**src/rtl/full_subtractor_behi_ifelse.sv**
```systemverilog
// -----------------------------------------------------------------------------
// full_subtractor_behi_ifelse
//
// 1-bit full subtractor with a combinational datapath and a registered
// bit-serial subtraction engine. The combinational Diff/Borr pair works as a
// standalone full-subtractor cell. With en/chain asserted, the block performs a
// WIDTH-bit, LSB-first serial subtraction A-B. It chains its own registered
// borrow between bits.
//
// Optional feature (compile-time macro FS_BORR_CNT_EN):
//   When defined, the block adds output borr_cnt[7:0]. This counter saturates
//   at 255 and counts the enabled clock edges on which Borr is 1.
//
// Parameters:
//   WIDTH    - bits per serial subtraction word (>= 2), default 8
//
// Ports:
//   clk      in   1      rising-edge clock
//   rst      in   1      asynchronous, active-high reset
//   A        in   1      minuend bit
//   B        in   1      subtrahend bit
//   Bin      in   1      external borrow-in (always used for bit 0 of a word)
//   en       in   1      capture/advance enable
//   chain    in   1      1 = serial mode, chain the registered borrow
//   Diff     out  1      combinational difference
//   Borr     out  1      combinational borrow-out
//   diff_q   out  1      registered Diff
//   borr_q   out  1      registered Borr (final borrow-out at word end)
//   vld_q    out  1      registered-output valid
//   result_q out  WIDTH  serial result shift register (LSB shifted in first)
//   borr_cnt out  8      saturating borrow counter (FS_BORR_CNT_EN only)
//   done_q   out  1      one-cycle pulse: word complete
// -----------------------------------------------------------------------------
module full_subtractor_behi_ifelse #(
    parameter int WIDTH = 8
) (
    input  logic             clk,
    input  logic             rst,
    input  logic             A,
    input  logic             B,
    input  logic             Bin,
    input  logic             en,
    input  logic             chain,
    output logic             Diff,
    output logic             Borr,
    output logic             diff_q,
    output logic             borr_q,
    output logic             vld_q,
    output logic [WIDTH-1:0] result_q,
`ifdef FS_BORR_CNT_EN
    output logic [7:0]       borr_cnt,
`endif
    output logic             done_q
);

    localparam int CNT_W = (WIDTH > 1) ? $clog2(WIDTH) : 1;
    localparam logic [CNT_W-1:0] LAST_BIT = CNT_W'(WIDTH - 1);

    logic [CNT_W-1:0] bit_cnt;
    logic             bin_eff;

    // Borrow-in selection plus the full-subtractor equations. The first bit of
    // every word takes the external Bin, so a serial word can start with an
    // initial borrow.
    always_comb begin
        // NOTE: every output of a combinational block gets a value on every
        // path; a missing else branch would infer a latch.
        bin_eff = Bin;
        if (chain && (bit_cnt != '0)) begin
            bin_eff = borr_q;
        end else begin
            bin_eff = Bin;
        end

        Diff = A ^ B ^ bin_eff;
        Borr = (~A & B) | (~A & bin_eff) | (B & bin_eff);
    end

    // Serial engine state. An idle cycle (en=0) keeps the partial word. This
    // allows gaps inside a word. The valid and done strobes drop for that cycle.
    always_ff @(posedge clk or posedge rst) begin
        // NOTE: sequential state uses non-blocking assignments so that every
        // register samples values from before the edge, whatever the order of
        // the statements.
        if (rst) begin
            diff_q   <= 1'b0;
            borr_q   <= 1'b0;
            vld_q    <= 1'b0;
            done_q   <= 1'b0;
            result_q <= '0;
            bit_cnt  <= '0;
        end else if (en) begin
            diff_q   <= Diff;
            borr_q   <= Borr;
            vld_q    <= 1'b1;
            result_q <= {Diff, result_q[WIDTH-1:1]};
            if (bit_cnt == LAST_BIT) begin
                bit_cnt <= '0;
                done_q  <= 1'b1;
            end else begin
                bit_cnt <= bit_cnt + 1'b1;
                done_q  <= 1'b0;
            end
        end else begin
            vld_q  <= 1'b0;
            done_q <= 1'b0;
        end
    end

`ifdef FS_BORR_CNT_EN
    // Counts enabled edges that produced a borrow. The counter holds at
    // all-ones instead of wrapping.
    always_ff @(posedge clk or posedge rst) begin
        if (rst) begin
            borr_cnt <= 8'd0;
        end else if (en && Borr && (borr_cnt != 8'hFF)) begin
            borr_cnt <= borr_cnt + 8'd1;
        end
    end
`endif

endmodule

```
**config.mk**
```make
export PLATFORM = sky130hd
export DESIGN_NAME = full_subtractor_behi_ifelse
export DESIGN_NICKNAME = d
export VERILOG_FILES = /design/src/rtl/full_subtractor_behi_ifelse.sv
export SDC_FILE = /design/constraint.sdc
export NUM_CORES = 1
export LEC_CHECK = 0
export CAP_MARGIN = 15
export CORE_AREA = 4 4 44 46
export DETAILED_ROUTE_END_ITERATION = 8
export DIE_AREA = 0 0 48 50
export PLACE_DENSITY = 0.75
export SETUP_SLACK_MARGIN = 0.3
export SLEW_MARGIN = 15
export SYNTH_ARGS = -nofsm -noshare
export SYNTH_HDL_FRONTEND = slang
export SYNTH_SLANG_ARGS = --single-unit
```
**constraint.sdc**
```tcl
create_clock -name clk -period 2.6 [get_ports clk]
set_clock_uncertainty 0.2 [all_clocks]
set_input_delay 0.65 -clock clk [delete_from_list [all_inputs] [get_ports clk]]
set_output_delay 0.65 -clock clk [all_outputs]
set_load 0.02 [all_outputs]
```
==> results of run 1 <==
-- layout by cell type, fill, tap and decap left out --
master	instances
buf_4	8
inv_1	2
inv_2	4
o22ai_1	1
a21oi_1	1
nor2_1	2
o21ai_0	1
ha_4	1
clkbuf_4	3
o21ai_2	1
buf_6	2
fa_2	1
nand2_1	2
dlygate4sd2_1	2
mux2i_2	1
dfrtp_1	14
ha_1	2
mux2_4	3
clkdlybuf4s50_1	16
and2_1	1
clkbuf_8	1
mux2_2	6
-- metal layers --
| metal | wire (µm) | vias up | GRT usage [%] |
|---|---|---|---|
| met5 | 0 | - | 0 |
| met4 | 18 | 0 | 5.38 |
| met3 | 68 | 2 | 3.27 |
| met2 | 584 | 15 | 14.5 |
| met1 | 514 | 216 | 15.0 |
| li1 | - | 207 | - |
-- cells by family after synthesis --
family          after synthesis  share of synthesized area (%)
simple gates                  5                           3.38
compound gates                4                           3.38
buf+inv                       9                           8.95
fa+ha+maj                     4                           9.15
mux                          10                           19.5
flops                        14                           55.7
-- registers in the layout, indices dropped and copies added (netlist names) --
signal and flops:
bit_cnt 3, borr_q 1, diff_q 1, done_q 1
result_q 7, vld_q 1
-- worst paths after layout --
check                                 start          end
max in group asynchronous               rst  result_q[5]
worst min-delay path            result_q[0]  result_q[0]
worst min register to register  result_q[0]  result_q[0]
worst max register to register   bit_cnt[1]       diff_q
min in group asynchronous               rst        vld_q
worst max-delay path             bit_cnt[1]         Diff
-- where the power goes --
part	leakage, nW	switching (mW)	internal [mW]
registers	0.166	0.0595	0.303
clock network	0.0210	0.0744	0.0852
logic	0.250	0.221	0.287
-- stage by stage --
stage | total power, mW | worst slack [ps] | cell area, µm²
after detailed placement | 0.819 | -775 | 848
after floorplan | 0.614 | 234 | 632
after global placement | 0.812 | -781 | 848
after CTS | 0.998 | -231 | 903
final | 1.03 | -206 | 935
after global routing | 1.10 | -313 | 935
-- worst max-delay path: cells and delay by family, from the launching register on --
family	cells	cell delay, ps
buffers and inverters	3	270
AOI/OAI and AO/OA	1	150
muxes	1	240
DFF	1	400
adders and majority gates	2	620
-- area by class of cell --
type | instances | area share (%)
clock buffer | 4 | 3.88
multi-input combinational | 23 | 26.2
inverter | 6 | 2.41
timing repair buffer | 28 | 27.8
sequential | 14 | 37.5
tap | 16 | 2.14
-- repair_timing --
action / CTS / global route
endpoints found under the setup margin: 2 / 2
setup buffers: 2 / 2
pin swaps: 1 / 3
resized for setup: 16 / 6
==> run metrics, run 1 <==
violated checks=negative setup slack; largest net degree at the start of global routing=15; pwr dens=1100 nW/µm²; Die Span Y=roughly 50 µm; Crit-path slowest cell=fa_2; maximum clock rate=approximately 360 MHz; io pins=21; setup_tns=-206 ps; Min Clock Period, post-route=between 2000 and 3000 ps; Initial Util=41.8%; dpl cells=83; total track usage=10.7%; clk_lat worst skew=about 280 ps; DRC viols=0; fillcell total=roughly 130; Req. time, crit path=1750 ps; RSZ-0062 raised after global routing=yes; Final Cycle Share=108%; Synth Warn #=0; crit-path cells=inv_2 > ha_4 > inv_2 > o21ai_2 > mux2i_2 > fa_2 > buf_6; final setup fails=1; share of layout cells above drive strength 1=41.3%; setup slack, reg-to-reg=approximately 500 ps; worst reg-to-reg path cell count=7; post-layout util=62.0%; Mapped Cells=between 40 and 50; Synth top area share=55.7%; fin worst setup slack=-206 ps; Crit Path Class=flip-flop to output pin; relative slew slack=62.8%; status=finished, violations left; main area contributors after synthesis=dfrtp_1 (56%), mux2_2 (11%), mux2_4 (7.2%); synthesized flop and latch total=14; peak per-stage delay on the critical path=480 ps; Worst Tran Pin Value=556 ps; Post-Route WL=between 1000 and 1500 µm; CTS root buf=clkbuf_4; commonest cells in the netlist=dfrtp_1 (14), inv_1 (6), mux2_2 (6); most used cell, CP=inv_2; CTS H-tree lvls=1; Leakage=0.437 nW; clk sink count=14; GP Congestion=0.619; Via Count=440; post-route ant nets=0; FF/Latch Area=350 µm²; vias in the first global route=a little over 400; # port buffers=20; Clock Pin Slew Worst Setup and Hold Paths=90 ps; Iter 0 DRT Violations=7; number of CTS-inserted buffers=3; Max Cap Violations=0; CP Launch Type=flip-flop; Primary FF master, synth=dfrtp_1; Cell Count, Final, Fillers Out=91; initial antenna violation count=0; post-synthesis sequential area ratio=55.7%; total gr overflow=0; via/cell ratio=4.84; CTS tree=yes; most numerous cell in the Yosys netlist=dfrtp_1; CTS Hold Bufs=0; footprint of the multi-input gates=245 µm²; Syn Std Cell Area=629 µm²; DIE WIDTH=48 µm; Core ar.=1510 µm²; EDFF count, synth=0; first-pass GRT wire length=1800 µm; WP data arrival=between 1500 and 2000 ps; post-synth cell types=16; DRT Pass-1 Iters=2; Setup crit end kind=output pin; row cnt=14; Max Root-Sink Buffers=2; Yosys top cell by area=dfrtp_1; wire per inst=~13 µm; syn_nets=57; die area=roughly 2400 µm²; WHS Path Cells=1; peak fanout along the critical path=2; final-report max-slew violation count=0; Peak VDD IR=roughly 0.00059 V; diodes inserted=0; Post-synth ARST share=100%; Fin. Hold Viols=0; Final #Nets=87; area grow syn2layout=48.5%; Hold Slack=around 320 ps; Hold Crit Class=flip-flop to flip-flop; Avg Cell Area, Syn=13.7 µm²
Power figures use the tool's default switching activity.
==> inputs of run 2 (changes only) <==
- CORE_AREA: 4 4 44 46 -> 4 4 41 43
- DIE_AREA: 0 0 48 50 -> 0 0 45 47
- DONT_BUFFER_PORTS: default -> 1
- PLACE_DENSITY: 0.75 -> 0.65
==> run 2 against run 1 <==
  * The run still ends with negative setup slack left
  * Combinational power decreased by 55%
  * Cell count decreased by 29%
  * Flip-flop and latch count did not move
  * Sequential share of layout area increased by 13 points
  * First-iteration DRC count fell by 100%
  * Largest cell class unchanged
==> run metrics, run 2 (synthesis results as in run 1) <==
initial antenna violation count=0; GP Congestion=around 0.66; relative slew slack=66.6%; RSZ-0062 raised after global routing=yes; diodes inserted=0; peak fanout along the critical path=2; status=finished, violations left; CP Launch Type=flip-flop; fin worst setup slack=-75.1 ps; Initial Util=48.4%; maximum clock rate=approximately 370 MHz; pwr dens=1170 nW/µm²; final-report max-slew violation count=0; clk sink count=14; total track usage=11.6%; violated checks=negative setup slack; io pins=21; WP data arrival=roughly 1800 ps; CTS H-tree lvls=1; Sw Share=38.3%; post-detail-place hpwl=724 µm; Worst Tran Pin Value=501 ps; post-route ant nets=0; most frequent cells in the layout=dfrtp_1 (14), mux2_2 (6), buf_4 (4); Seq pwr share=a little under three fifths; dpl cells=58; Cell Count, Final, Fillers Out=65; Req. time, crit path=1750 ps; DIE WIDTH=45 µm; top flop regs=result_q: 7 flops, bit_cnt: 3 flops; Final Cycle Share=103%; share of layout cells above drive strength 1=46.0%; Iter 0 DRT Violations=0; clk_lat worst skew=270 ps; Leakage=0.329 nW; worst reg-to-reg path cell count=7; Setup crit end kind=output pin; # port buffers=0; Final #Nets=63; final setup fails=1; setup_tns=-75.1 ps; vias in the first global route=389; wire per inst=15.4 µm; CTS tree=yes; first-pass GRT wire length=1710 µm; Max Cap Violations=0; max reg flops=7; Fin. Hold Viols=0; DRC viols=0; Cell Int Power=497 µW; CTS root buf=clkbuf_4; Biggest register=result_q; number of CTS-inserted buffers=3; Min Clock Period, post-route=2680 ps; Die Span Y=47 µm; clock share of power=14.3%; sw power=309 µW; largest net degree at the start of global routing=18; Max Root-Sink Buffers=2; Comb pwr share=28.6%; Post-Route WL=1000 µm; DRT Pass-1 Iters=1; Core ar.=1300 µm²; Crit Path Class=flip-flop to output pin; Clock Pin Slew Worst Setup and Hold Paths=70 ps; Peak VDD IR=0.000515 V; area grow syn2layout=9.34%; Via Count=roughly 350; total gr overflow=0; commonest non-fill, non-tap cell in the layout=dfrtp_1; row cnt=13; via/cell ratio=around 5.3; die area=2120 µm²; Hold Crit Class=input pin to async pin
[run 2: changes by cell type in the layout (fill, tap and decap cells not counted)]
cell,delta
buf_4,-4
inv_4,+1
mux2i_2,-1
inv_2,-1
mux2i_1,+1
dlygate4sd2_1,-2
clkbuf_8,-1
clkdlybuf4s50_1,-16
buf_6,-2
[run 2: path summary, 6_finish.rpt]
| path | start | endpoint | slack [ps] |
|---|---|---|---|
| max | bit_cnt[0] | Diff | -80 |
| min | rst | vld_q | 90 |
| max reg2reg | bit_cnt[0] | diff_q | 460 |
| min reg2reg | bit_cnt[2] | bit_cnt[2] | 380 |
| max in group asynchronous | rst | result_q[6] | 1780 |
| min in group clk | en | vld_q | 210 |
[run 2: power groups by stage]
stage | sequential [mW] | combinational, mW | clock, mW
after floorplan | 0.438 | 0.177 | 0
after global placement | 0.462 | 0.163 | 0
after detailed placement | 0.465 | 0.177 | 0
after CTS | 0.464 | 0.227 | 0.121
after global routing | 0.474 | 0.256 | 0.135
final | 0.460 | 0.230 | 0.115
[run 2: metal layers]
| layer | share of wire [%] | global-route usage [%] | vias to the layer above |
|---|---|---|---|
| li1 | - | - | 155 |
| met1 | 41 | 12.9 | 174 |
| met2 | 50 | 18.1 | 16 |
| met3 | 7.3 | 4.21 | 2 |
| met4 | 1.7 | 8.77 | 0 |
| met5 | 0 | 0 | - |
[run 2: worst max-delay path: stages, from the launching register on]
cell and delay (ps):
dfrtp_1 400, inv_2 90, ha_4 130, inv_2 30
o21ai_2 110, mux2i_1 260, fa_2 540
[run 2: what timing repair did]
action | 4_1_cts | 5_1_grt
resized for setup | 8 | 0
pin swaps | 1 | 0
setup endpoints to repair | 2 | 2
setup buffers | 3 | 1
hold buffers | 0 | 0
gates cloned | 0 | 0
[run 2: stage by stage]
stage	power, mW	instance area [µm²]	utilization (%)	hold slack, ps	setup slack, ps
after detailed placement	0.643	617	47.4	335	121
after CTS	0.812	681	52.3	98.9	-66.3
final	0.806	688	52.9	86.9	-75.1
after global routing	0.865	688	52.9	130	-159
after global placement	0.625	617	47.4	330	180
after floorplan	0.614	632	-	312	234
[run 2: layout make-up]
class / instances / area (µm²)
clock buffers: 3 / 22.5
repair buffers: 4 / 30.0
inverters: 6 / 25.0
fillers: 115 / 613
flip-flops and latches: 14 / 350
well taps: 15 / 18.8
multi-input cells: 23 / 241
